$ cat config.mk
export PLATFORM = sky130hd
export DESIGN_NAME = pipe_skid_register
export DESIGN_NICKNAME = d
export VERILOG_FILES = /design/src/rtl/pipe_skid_register.sv
export SDC_FILE = /design/constraint.sdc
export NUM_CORES = 1
export LEC_CHECK = 0
export CORE_ASPECT_RATIO = 0.6
export CORE_MARGIN = 3
export CORE_UTILIZATION = 55
export CTS_CLUSTER_SIZE = 25
export DETAILED_ROUTE_END_ITERATION = 12
export DONT_BUFFER_PORTS = 1
export GPL_ROUTABILITY_DRIVEN = 0
export PLACE_DENSITY = 0.7
export RECOVER_POWER = 50
export SLEW_MARGIN = 40
export SYNTH_ARGS = -nofsm -noshare
export SYNTH_HDL_FRONTEND = slang
export SYNTH_SLANG_ARGS = --single-unit
$ cat constraint.sdc
create_clock -name clk -period 1.8 [get_ports clk]
set_clock_uncertainty 0.05 [all_clocks]
set_input_delay 0.18 -clock clk [delete_from_list [all_inputs] [get_ports clk]]
set_output_delay 0.18 -clock clk [all_outputs]
set_load 0.02 [all_outputs]
$ cat src/rtl/pipe_skid_register.sv
// Purpose: one pipeline stage with a main output register and a skid register behind it.
// Latency: an item accepted while empty appears on out the cycle after the accepting edge.
// Backpressure: in_ready is a flop that drops only when both registers are full, so out_ready never reaches it combinationally.
module pipe_skid_register #(
  parameter int unsigned            WIDTH       = 32,
  parameter logic [WIDTH-1:0]       RESET_VALUE = '0,
  parameter logic [WIDTH-1:0]       FLUSH_VALUE = '0
) (
  input  logic             clk,
  input  logic             reset,
  input  logic             flush,
  input  logic [WIDTH-1:0] in,
  input  logic             in_valid,
  output logic             in_ready,
  output logic [WIDTH-1:0] out,
  output logic             out_valid,
  input  logic             out_ready,
  output logic [1:0]       count
);

  typedef enum logic [1:0] {
    EMPTY = 2'd0,
    BUSY  = 2'd1,
    FULL  = 2'd2
  } state_t;

  state_t           state;
  logic [WIDTH-1:0] main_q;
  logic [WIDTH-1:0] skid_q;

  logic accept;
  logic drain;

  // Handshake events; both depend only on flops and the current inputs.
  always_comb begin
    accept = in_valid & in_ready;
    drain  = out_valid & out_ready;
  end

  assign out = main_q;

  // Single state machine: every output (in_ready, out_valid, count) is
  // registered alongside the state so downstream timing sees clean flops.
  always_ff @(posedge clk) begin
    if (reset) begin
      state     <= EMPTY;
      main_q    <= RESET_VALUE;
      skid_q    <= RESET_VALUE;
      out_valid <= 1'b0;
      in_ready  <= 1'b1;
      count     <= 2'd0;
    end else if (flush) begin
      // Kill everything in the stage, including any item offered this cycle.
      // The skid contents become dead; they are overwritten before reuse.
      state     <= EMPTY;
      main_q    <= FLUSH_VALUE;
      out_valid <= 1'b0;
      in_ready  <= 1'b1;
      count     <= 2'd0;
    end else begin
      case (state)
        EMPTY: begin
          if (accept) begin
            main_q    <= in;
            state     <= BUSY;
            out_valid <= 1'b1;
            count     <= 2'd1;
          end
        end
        BUSY: begin
          if (accept && drain) begin
            // Pass-through: new item replaces the one leaving.
            main_q <= in;
          end else if (accept) begin
            // Downstream stalled: park the new item behind the live one.
            skid_q   <= in;
            state    <= FULL;
            in_ready <= 1'b0;
            count    <= 2'd2;
          end else if (drain) begin
            // main_q keeps the drained value so out is stable while idle.
            state     <= EMPTY;
            out_valid <= 1'b0;
            count     <= 2'd0;
          end
        end
        FULL: begin
          if (drain) begin
            main_q   <= skid_q;
            state    <= BUSY;
            in_ready <= 1'b1;
            count    <= 2'd1;
          end
        end
        default: begin
          state     <= EMPTY;
          out_valid <= 1'b0;
          in_ready  <= 1'b1;
          count     <= 2'd0;
        end
      endcase
    end
  end

endmodule

# Yosys cells after proc, flatten, opt, wreduce, memory -nomap -nowiden
# Cells that the tools add are included.
# totals
register_bits,68
in_bits,37
# op_classes
n_eq_ne,10
muxes,19
n_bitwise,6
n_reduce_logical,9
# ops
operator,n
two-way mux 32 bit,3
one-hot mux 32 bit (3 select lines),1
AND reduction 4 bit,4
inequality test 2 bit (second input constant),7
two-way mux 2 bit,5
two-way mux 1 bit,7
one-hot mux 1 bit (3 select lines),2
one-hot mux 2 bit (3 select lines),1
AND reduction 5 bit,1
inverter 1 bit,4
inequality test 3 bit (second input constant),1
nonzero test 3 bit,1
bitwise AND 1 bit,2
equality test 2 x 1 -> 1 bit (second input constant),1
equality test 2 bit (second input constant),1
zero test 2 bit,1
OR reduction 2 bit,1
logical AND 1 bit,1

# Longest topological paths before layout
# Gate-level depths: netlist (run 1).
# depth
word_depth,5
ltp_mapped,5
mapped_depth_nobuf,3

# Least setup slack after synthesis (run 1)
# Ideal clock, no wire load.
# synth_path
kind,reg-to-reg
from,register state[0]
to,register main_q[12] (netlist: out[12])
t_arrival_ps,1508
required_time_ps,1609
slack_ps,100
path_stages_with_launch,6
path_cell_list,dfxtp_1 and4b_1 buf_6 clkbuf_2 a2111oi_0 a211oi_2
# synth_via
elab_chain_cells,3
elab_cells_between_ends,9
cone_classes,5 x eq/ne; 1 x mux; 3 x reduce/logical
# synth_lines
element,line_no,text
"start, declared",27,state_t state;
"start signal, assigned",46,state <= EMPTY;
"start signal, assigned",55,state <= EMPTY;
"start signal, assigned",65,state <= BUSY;
"equality test 2 x 1 -> 1 bit, or another cell as far along",61,case (state)
inequality test 2 bit (no line) / nonzero test 3 bit (equally long branches),-,
AND reduction 4 bit (no line),-,
"end signal, assigned",64,main_q <= in;
"end signal, assigned",73,main_q <= in;
"end signal, assigned",89,main_q <= skid_q;
"end, declared",28,logic [WIDTH-1:0] main_q;
# Several ways; a longest one is shown, not always the timed one.
# A chain may end at the register's enable or synchronous reset.

# Final worst setup path (run 1)
# layout_path
from,register state[1]
to,register main_q[26] (netlist: out[26])
# The elaborated chain is that of the path after synthesis.

==> metrics.yaml, run 1 <==
chipHeight_microns: 66.0
syn2layout_area_growth_pct: 32.3
setup_viol: 1
crit_start: "state[1]$_SDFFE_PP0P_"
grt_util_all_layers: 0.275
cpMostUsedCell: "buf_4"
netlist_area_sq_um: 3300
period_needed_ns: 1.83
yosys.area_share.adder: 0
drt_iter0_drc: 195
worst_r2r_path_depth: 5
synth-compound-area-share: 0.188
yosysSeqAreaShare: 0.413
cts_max_level: 3
drive_gt1_frac: 0.113
fin_ws_ns: -0.0288
irDropWorstVdd_uv: 501
postSynthRegisterBits: 68
final_cell_mix: "dfxtp_1 (68), dlygate4sd3_1 (67), mux2i_1 (64), nand2b_1 (64), a211oi_1 (31)"
r2r_start: "state[1]$_SDFFE_PP0P_"
cp-start-kind: "flop"
ios: 73
synth_xor_area_frac: 0
dieArea_sq_um: 6990
grt_max_degree: 36
cp_slowest_cell: "a2111oi_1"
syn_nets: 358
final_nets: 422
synth_top_family_by_area: "multiplexers"
status: "finished, violations left"
antenna_found_initial: 0
hp-class: "primary input to flop"
dpl.hpwl_microns: 5240
dp_slack_ns: -0.0847
crit_path_max_fanout: 13
worstMarginPinSlew_ns: 0.755
hold_viol: 0
drt_wl_total_microns: 9850
yosys.area_share.simple: 0.146
crit_cells: 5
die_w_microns: 106
overflow: 0
cts_buffers: 9
path_delay_family: "compound AO/OA/AOI/OAI gates"
cts_tree: "built"
wl_per_cell_microns: 20.9
relSlewSlack: 0.497
grt_pass1_vias: 2823
drv_slew: 0
root_buffer: "clkbuf_8"
cts.clk_slew.worst_paths_ns: 0.08
r2r_end: "out[26]$_SDFFE_PP0P_"
core-area_sq_um: 5680
end_kind: "flop"
power.leakage_uw: 0.00168
grt_pass1_wl_microns: 15000
via_per_inst: 6.12
max_stage_delay_ns: 0.53
drc: 0
r2r_slack_ns: -0.03
port_buffers: 0
cts_buffer_depth: 2
min_period_over_period: 1.02
fin_setup_tns_ns: -0.0288
synthMuxAreaShare: 0.194
route.antenna.remaining_nets: 0
path_class: "flop to flop"
drt-pass1-iter-count: 4
clock-sinks: 68
cp_num_buf_inv: 3
num_vias: 2877
worstSetupEndpoint: "out[26]$_SDFFE_PP0P_"
placementRows: 21
syn_inst: 321
fmax_mhz: 547
synth.distinct_cells: 28
crit_chain: "buf_4 -> clkinvlp_4 -> buf_4 -> a2111oi_1 -> a211oi_1"
insertion_delay_ns: 0.35
max_cap_viol_count: 0
p_per_area_nw_per_um2: 831
layout_commonest_cell: "dfxtp_1"
yosysWarningCount: 0
diodes: 0
rsz0062_at_grt: "yes"
violations: "negative setup slack"
cp.arrival_ns: 1.97
finalPower_uw: 3620
worst_ep_required_time_ns: 1.94
synth_area_per_cell_sq_um: 10.3
initial_core_util: 0.581
[worst min path at each step]
stage           from                     end  slack [ns]  cells after the start
6_report       reset  skid_q[9]$_SDFFE_PP0P_        0.02                      2
5_1_grt        reset  skid_q[9]$_SDFFE_PP0P_       0.008                      2
4_1_cts        reset  skid_q[9]$_SDFFE_PP0P_       0.004                      2
3_5_place_dp   flush   in_ready$_SDFFE_PP1P_        0.24                      2
3_3_place_gp   flush   in_ready$_SDFFE_PP1P_        0.24                      2
2_1_floorplan  flush   in_ready$_SDFFE_PP1P_        0.23                      2
[cells by family after synthesis]
| kind of cell | after synthesis |
|---|---|
| compound gates | 75 |
| mux | 64 |
| buf+inv | 38 |
| simple gates | 76 |
| flops | 68 |
[Yosys cell counts]
library cell,count,area (sq um)
clkbuf_1,21,78.8
o21bai_1,1,7.51
a211oi_1,31,233
a211o_1,1,8.76
a21oi_1,2,10.0
o31ai_1,1,7.51
and4bb_2,1,12.5
o21ai_0,1,5.00
or2_2,1,6.26
and3b_1,2,17.5
dfxtp_1,68,1360
inv_1,2,7.51
and4b_1,1,10.0
mux2i_1,64,641
a311o_1,1,10.0
a211o_4,1,17.5
nor2_1,2,7.51
a21boi_0,1,7.51
a2111oi_0,32,280
clkbuf_2,1,5.00
a221oi_1,1,8.76
nand2b_1,65,407
buf_2,7,35.0
buf_4,3,22.5
nand2_1,3,11.3
a211oi_2,2,25.0
buf_6,4,45.0
and4_1,1,8.76
[state kept, by name (all words and copies together), names as in the netlist]
signal	cells
out	32
skid_q	32
state	2
in_ready	1
out_valid	1
[through the flow]
stage | util | std cells | instance area, sq um | hold WS (ns)
2_1_floorplan | - | 321 | 3300 | 0.230
3_3_place_gp | 0.596 | 381 | 3380 | 0.239
3_5_place_dp | 0.596 | 381 | 3380 | 0.244
4_1_cts | 0.759 | 465 | 4310 | 0.00410
5_1_grt | 0.769 | 470 | 4360 | 0.00767
6_report | 0.769 | 470 | 4360 | 0.0214
[power by group]
group | internal [uW] | switching [uW]
Sequential | 1560 | 89.6
Clock | 915 | 615
Combinational | 240 | 208
Total | 2710 | 913
[routing by layer]
| metal | wire [microns] | up-vias | global-route usage |
|---|---|---|---|
| met5 | 0 | - | 0 |
| met4 | 72 | 0 | 0.0711 |
| met3 | 1140 | 8 | 0.113 |
| met2 | 4400 | 130 | 0.421 |
| met1 | 4230 | 1402 | 0.361 |
| li1 | - | 1337 | - |
[final cells by class]
cell class	count	area, sq um
Fill cell	385	1310
Inverter	2	11.3
Timing Repair Buffer	87	861
Clock buffer	9	124
Clock inverter	7	115
Multi-Input combinational cell	217	1790
Tap cell	80	100
Sequential cell	68	1360
[repair_timing]
item | in CTS | in global routing
hold buffers | 68 | 0
endpoints found under the setup margin | 32 | 18
cloned | 0 | 2
resized for setup | 1 | 11
endpoints found under the hold margin | 36 | 0
pin swaps | 0 | 2
buffers inserted | 0 | 3
(Power assumes the default switching activity.)
==> run 2, diff against run 1 <==
--- a/config.mk
+++ b/config.mk
@@ -12,8 +12,10 @@
 export DETAILED_ROUTE_END_ITERATION = 12
 export DONT_BUFFER_PORTS = 1
 export GPL_ROUTABILITY_DRIVEN = 0
+export HOLD_SLACK_MARGIN = 0.08
 export PLACE_DENSITY = 0.7
 export RECOVER_POWER = 50
+export SKIP_LAST_GASP = 1
 export SLEW_MARGIN = 40
 export SYNTH_ARGS = -nofsm -noshare
 export SYNTH_HDL_FRONTEND = slang
==> constraint.sdc (replaced) <==
create_clock -name clk -period 2.3 [get_ports clk]
set_clock_uncertainty 0.05 [all_clocks]
set_input_delay 0.23 -clock clk [delete_from_list [all_inputs] [get_ports clk]]
set_output_delay 0.23 -clock clk [all_outputs]
set_load 0.02 [all_outputs]
==> metrics.yaml, run 2 (synthesis gave the netlist of run 1 again) <==
hold_end: "out[14]$_SDFFE_PP0P_"
worst_ep_required_time_ns: 2.53
port_buffers: 0
regArea_sq_um: 1360
hold_viol: 0
cts_buffer_depth: 2
initial_core_util: 0.581
p_int_uw: 1930
max_cap_viol_count: 0
max_stage_delay_ns: 0.57
multi_input_comb_area_sq_um: 1740
cts_tree: "built"
fin_ws_ns: 0.0630
setup_viol: 0
chipHeight_microns: 66.0
r2r_start: "state[1]$_SDFFE_PP0P_"
hold_path_depth: 2
p_sw_frac: 0.252
path_delay_family: "buffers and inverters"
cts.clk_slew.worst_paths_ns: 0.07
drt_wl_total_microns: 9340
cp-start-kind: "flop"
drc: 0
worst_r2r_path_depth: 6
grt_max_degree: 67
hp-start: "in[14]"
status: "finished clean"
fin_cells: 492
path_class: "flop to flop"
ios: 73
grt_pass1_wl_microns: 14400
wl_per_cell_microns: 19.0
core-area_sq_um: 5680
drt-pass1-iter-count: 4
dpl.hpwl_microns: 4650
dp_slack_ns: 0.423
min_period_over_period: 0.973
fmax_mhz: 447
power_frac_clock: 0.374
via_per_inst: 5.81
final_cell_mix: "dlygate4sd3_1 (99), dfxtp_1 (67), nand2b_1 (64)"
syn2layout_area_growth_pct: 38.0
r2r_slack_ns: 0.06
worstMarginPinSlew_ns: 0.713
placementRows: 21
drt_iter0_drc: 165
irDropWorstVdd_uv: 391
p_seq_frac: 0.499
relSlewSlack: 0.525
p_switching_uw: 653
power.leakage_uw: 0.00184
dieArea_sq_um: 6990
period_needed_ns: 2.24
drv_slew: 0
hp-class: "primary input to flop"
die_w_microns: 106
cp.arrival_ns: 2.47
crit_cells: 6
final_core_util: 0.802
root_buffer: "clkbuf_8"
cts_max_level: 3
r2r_end: "skid_q[30]$_SDFFE_PP0P_"
hold_slack_ns: 0.0891
grt_pass1_vias: 2714
crit_path_max_fanout: 8
end_kind: "flop"
diodes: 0
antenna_found_initial: 0
crit_start: "state[1]$_SDFFE_PP0P_"
pwr-share-comb: 0.127
crit_chain: "buf_4 -> and3b_1 -> and3b_2 -> buf_12 -> mux2i_2 -> dlygate4sd3_1"
place_inst: 374
overflow: 0
drive_gt1_frac: 0.0825
finalPower_uw: 2590
p_per_area_nw_per_um2: 569
grt_util_all_layers: 0.263
cts_buffers: 9
layout_commonest_cell: "dlygate4sd3_1"
clock-sinks: 68
final_nets: 444
cp_num_buf_inv: 3
cp_slowest_cell: "dlygate4sd3_1"
num_vias: 2859
insertion_delay_ns: 0.34
num-fill-cells: 366
route.antenna.remaining_nets: 0
## run 2: cell types whose count changed in the layout (fill, tap and decap cells not counted), sizes merged
| cell | delta |
|---|---|
| clkbuf | +4 |
| clkinv | +1 |
| and4bb | -1 |
| dlygate4sd3 | +32 |
| a211o | -1 |
| clkinvlp | -3 |
| inv | +1 |
| buf | -9 |
| bufinv | -2 |
## run 2: area by class of cell
type	instances	area share
timing repair buffer	111	0.251
sequential	68	0.300
tap	80	0.0220
clock buffer	12	0.0319
clock inverter	4	0.0107
multi-input combinational	215	0.383
inverter	2	0.00165
## run 2: stage by stage
step | setup TNS, ns | area (sq um)
floorplan | 0 | 3300
global placement | 0 | 3310
detailed placement | 0 | 3310
CTS | 0 | 4490
global route | -0.00754 | 4550
finish | 0 | 4550
## run 2: power groups by stage
stage          sequential, uW  combinational [uW]  clock (uW)
2_1_floorplan            1310                 195           0
5_1_grt                  1290                 356        1040
3_3_place_gp             1320                 209           0
6_report                 1290                 329         968
3_5_place_dp             1320                 214           0
4_1_cts                  1290                 317         981
## run 2: timing repair
action                                  CTS  global route
endpoints found under the setup margin    0            31
resized for setup                         0             4
hold buffers                             99             0
buffers inserted                          0             0
hold endpoints to repair                 38             0
## run 2: worst max path at each step
stage / endpoint / slack, ns
final: skid_q[30]$_SDFFE_PP0P_ / 0.06
after CTS: skid_q[12]$_SDFFE_PP0P_ / 0.03
after global routing: skid_q[30]$_SDFFE_PP0P_ / -0.008
after global placement: out[4]$_SDFFE_PP0P_ / 0.45
after detailed placement: out[10]$_SDFFE_PP0P_ / 0.42
after floorplan: out[12]$_SDFFE_PP0P_ / 0.60
## run 2: worst reg2reg max path, stage by stage, from the launching register on
cell           delay [ns]
dfxtp_2              0.36
buf_4                0.17
and3b_1              0.26
and3b_2              0.34
buf_12               0.18
mux2i_2              0.24
dlygate4sd3_1        0.57
## run 2: metal layers
layer,wire length (microns),up-vias,GRT usage
li1,-,1371,-
met1,4280,1364,0.347
met2,4140,115,0.402
met3,835,9,0.115
met4,85,0,0.0565
met5,0,-,0
==> run 3, diff against run 2 <==
==> constraint.sdc (replaced) <==
create_clock -name clk -period 2.35 [get_ports clk]
set_clock_uncertainty 0.05 [all_clocks]
set_input_delay 0.235 -clock clk [delete_from_list [all_inputs] [get_ports clk]]
set_output_delay 0.235 -clock clk [all_outputs]
set_load 0.02 [all_outputs]
==> metrics.yaml, run 3 <==
hold_buffers: 101
yosysWarningCount: 0
dp_slack_ns: 0.330
cts_buffer_depth: 2
synth_edf_count: 0
yosysSeqAreaShare: 0.413
cts_max_level: 3
dpl.hpwl_microns: 4510
synth_area_per_cell_sq_um: 10.3
synthTopCellsByArea: "dfxtp_1 (41%), mux2i_1 (19%), nand2b_1 (12%)"
synth.distinct_cells: 28
placementRows: 21
postCtsSetupBuffers: 0
ios: 73
synth_ff_type: "dfxtp_1"
initial_core_util: 0.581
synthArstFlopShare: 0
clock-sinks: 68
syn_nets: 358
yosys.area.top_type: "dfxtp_1"
tool.error: "[ERROR RSZ-0060] Max buffer count reached."
die_w_microns: 106
cts_buffers: 9
root_buffer: "clkbuf_8"
syn_inst: 321
synth_common_cells: "dfxtp_1 (68), nand2b_1 (65), mux2i_1 (64)"
failing_step: "clock tree synthesis"
postSynthRegisterBits: 68
chipHeight_microns: 66.0
netlist_area_sq_um: 3300
cts-resized-gates: 0
synth_most_common_cell: "dfxtp_1"
port_buffers: 0
synth_top_area_share: 0.413
status: "did not finish"
-- run 3: cell counts after synthesis --
No cell type changed its count.
-- run 3: kinds of logic after synthesis --
group | count (synthesis) | synth area share
AOI/OAI and AO/OA | 75 | 0.188
buffers and inverters | 38 | 0.0588
DFF | 68 | 0.413
muxes | 64 | 0.194
and+or+nand+nor | 76 | 0.146
-- run 3: per-stage QoR --
stage          std cells  utilization  cell area (sq um)
3_5_place_dp         373        0.581               3300
3_3_place_gp         373        0.581               3300
2_1_floorplan        321            -               3300
==> run 4, diff against run 3 <==
--- a/config.mk
+++ b/config.mk
@@ -5,15 +5,12 @@
 export SDC_FILE = /design/constraint.sdc
 export NUM_CORES = 1
 export LEC_CHECK = 0
-export CORE_ASPECT_RATIO = 0.6
 export CORE_MARGIN = 3
-export CORE_UTILIZATION = 55
-export CTS_CLUSTER_SIZE = 25
+export CORE_UTILIZATION = 40
 export DETAILED_ROUTE_END_ITERATION = 12
 export DONT_BUFFER_PORTS = 1
 export GPL_ROUTABILITY_DRIVEN = 0
-export HOLD_SLACK_MARGIN = 0.08
-export PLACE_DENSITY = 0.7
+export PLACE_DENSITY_LB_ADDON = 0.15
 export RECOVER_POWER = 50
 export SKIP_LAST_GASP = 1
 export SLEW_MARGIN = 40
==> metrics.yaml, run 4 (synthesis gave the netlist of run 1 again) <==
die_w_microns: 96.8
power_frac_clock: 0.375
p_seq_frac: 0.520
ios: 73
end_kind: "flop"
drt-pass1-iter-count: 4
rsz0062_at_grt: "no"
layout_commonest_cell: "dfxtp_1"
drv_slew: 0
grt_max_degree: 67
status: "finished clean"
port_buffers: 0
crit_chain: "clkbuf_1 -> nand2b_2 -> buf_12 -> mux2i_1 -> a211oi_2"
grt_pass1_wl_microns: 13600
p_int_uw: 1800
fin_cells: 442
fmax_mhz: 502
final_nets: 374
final_cell_mix: "dfxtp_1 (68), mux2i_1 (64), nand2b_1 (64)"
postCtsSetupBuffers: 0
irDropWorstVdd_uv: 317
drt_iter0_drc: 60
cp.arrival_ns: 2.13
place_inst: 395
setup_viol: 0
period_needed_ns: 1.99
path_class: "flop to flop"
core-area_sq_um: 7850
p_per_area_nw_per_um2: 632
via_per_inst: 5.75
cts_tree: "built"
crit_path_max_fanout: 24
num_vias: 2543
antenna_found_initial: 0
drc: 0
dpl.hpwl_microns: 5010
diodes: 0
power.leakage_uw: 0.00147
placementRows: 32
num-fill-cells: 781
hold_path_depth: 2
grt_pass1_vias: 2528
dieArea_sq_um: 9370
cp_slowest_cell: "nand2b_2"
grt_util_all_layers: 0.178
wl_per_cell_microns: 18.3
hp-class: "primary input to flop"
chipHeight_microns: 96.8
p_switching_uw: 629
max_cap_viol_count: 0
cts.clk_slew.worst_paths_ns: 0.07
worst_r2r_path_depth: 5
fin_setup_tns_ns: 0
hold_viol: 0
initial_core_util: 0.420
route.antenna.remaining_nets: 0
insertion_delay_ns: 0.33
cts_buffer_depth: 2
max_stage_delay_ns: 0.44
p_sw_frac: 0.259
root_buffer: "clkbuf_8"
worst_ep_required_time_ns: 2.48
overflow: 0
cts_max_level: 3
cts_buffers: 9
clock-sinks: 68
min_period_over_period: 0.848
syn2layout_area_growth_pct: 16.5
drive_gt1_frac: 0.0794
pwr-share-comb: 0.105
cp-start-kind: "flop"
relSlewSlack: 0.494
worstMarginPinSlew_ns: 0.758
drt_wl_total_microns: 8070
## run 4: through the flow
step / total power [uW] / util / hold slack (ns) / worst slack, ns / instance area, sq um
after floorplan: 1470 / - / 0.285 / 0.650 / 3300
after global placement: 1500 / 0.426 / 0.299 / 0.486 / 3340
after detailed placement: 1500 / 0.426 / 0.294 / 0.475 / 3340
after CTS: 2450 / 0.489 / 0.000532 / 0.447 / 3840
after global routing: 2550 / 0.489 / 0.00732 / 0.247 / 3840
final: 2430 / 0.489 / 0.0123 / 0.357 / 3840
## run 4: per-layer routing
layer / part of all wire / global-route usage
met4: 0.012 / 0.0497
met2: 0.44 / 0.258
met3: 0.086 / 0.0807
met1: 0.46 / 0.239
met5: 0 / 0
## run 4: area by class of cell
class	instances	area, sq um	share of cell area
Clock inverter	5	55.1	0.0143
Inverter	2	7.51	0.00195
Sequential cell	68	1360	0.354
Multi-Input combinational cell	215	1750	0.454
Clock buffer	9	124	0.0322
Timing Repair Buffer	41	420	0.109
Tap cell	102	128	0.0332
## run 4: final timing paths
| kind | startpoint | endpoint | slack, ns |
|---|---|---|---|
| worst max-delay path | state[0]$_SDFFE_PP0P_ | out[9]$_SDFFE_PP0P_ | 0.36 |
| worst min-delay path | in[10] | skid_q[10]$_SDFFE_PP0P_ | 0.01 |
| worst max register to register | state[0]$_SDFFE_PP0P_ | out[9]$_SDFFE_PP0P_ | 0.36 |
| worst min register to register | skid_q[31]$_SDFFE_PP0P_ | skid_q[31]$_SDFFE_PP0P_ | 0.42 |
## run 4: timing repair
action / CTS / global route
gates resized for setup: 0 / 0
hold buffers: 32 / 1
hold endpoints to repair: 31 / 1
## run 4: worst max-delay path, delay by kind of cell (launching register included)
kind                   cells  cell delay [ns]
flip-flops                 1             0.38
multiplexers               1             0.26
AND/OR/NAND/NOR            1             0.44
AO/OA/AOI/OAI              1             0.09
buffers and inverters      2             0.60
## run 4: power groups by stage
stage / registers [uW] / logic (uW) / clock network, uW
2_1_floorplan: 1280 / 190 / 0
3_3_place_gp: 1290 / 207 / 0
3_5_place_dp: 1290 / 211 / 0
4_1_cts: 1260 / 256 / 933
5_1_grt: 1270 / 282 / 1000
6_report: 1260 / 255 / 909
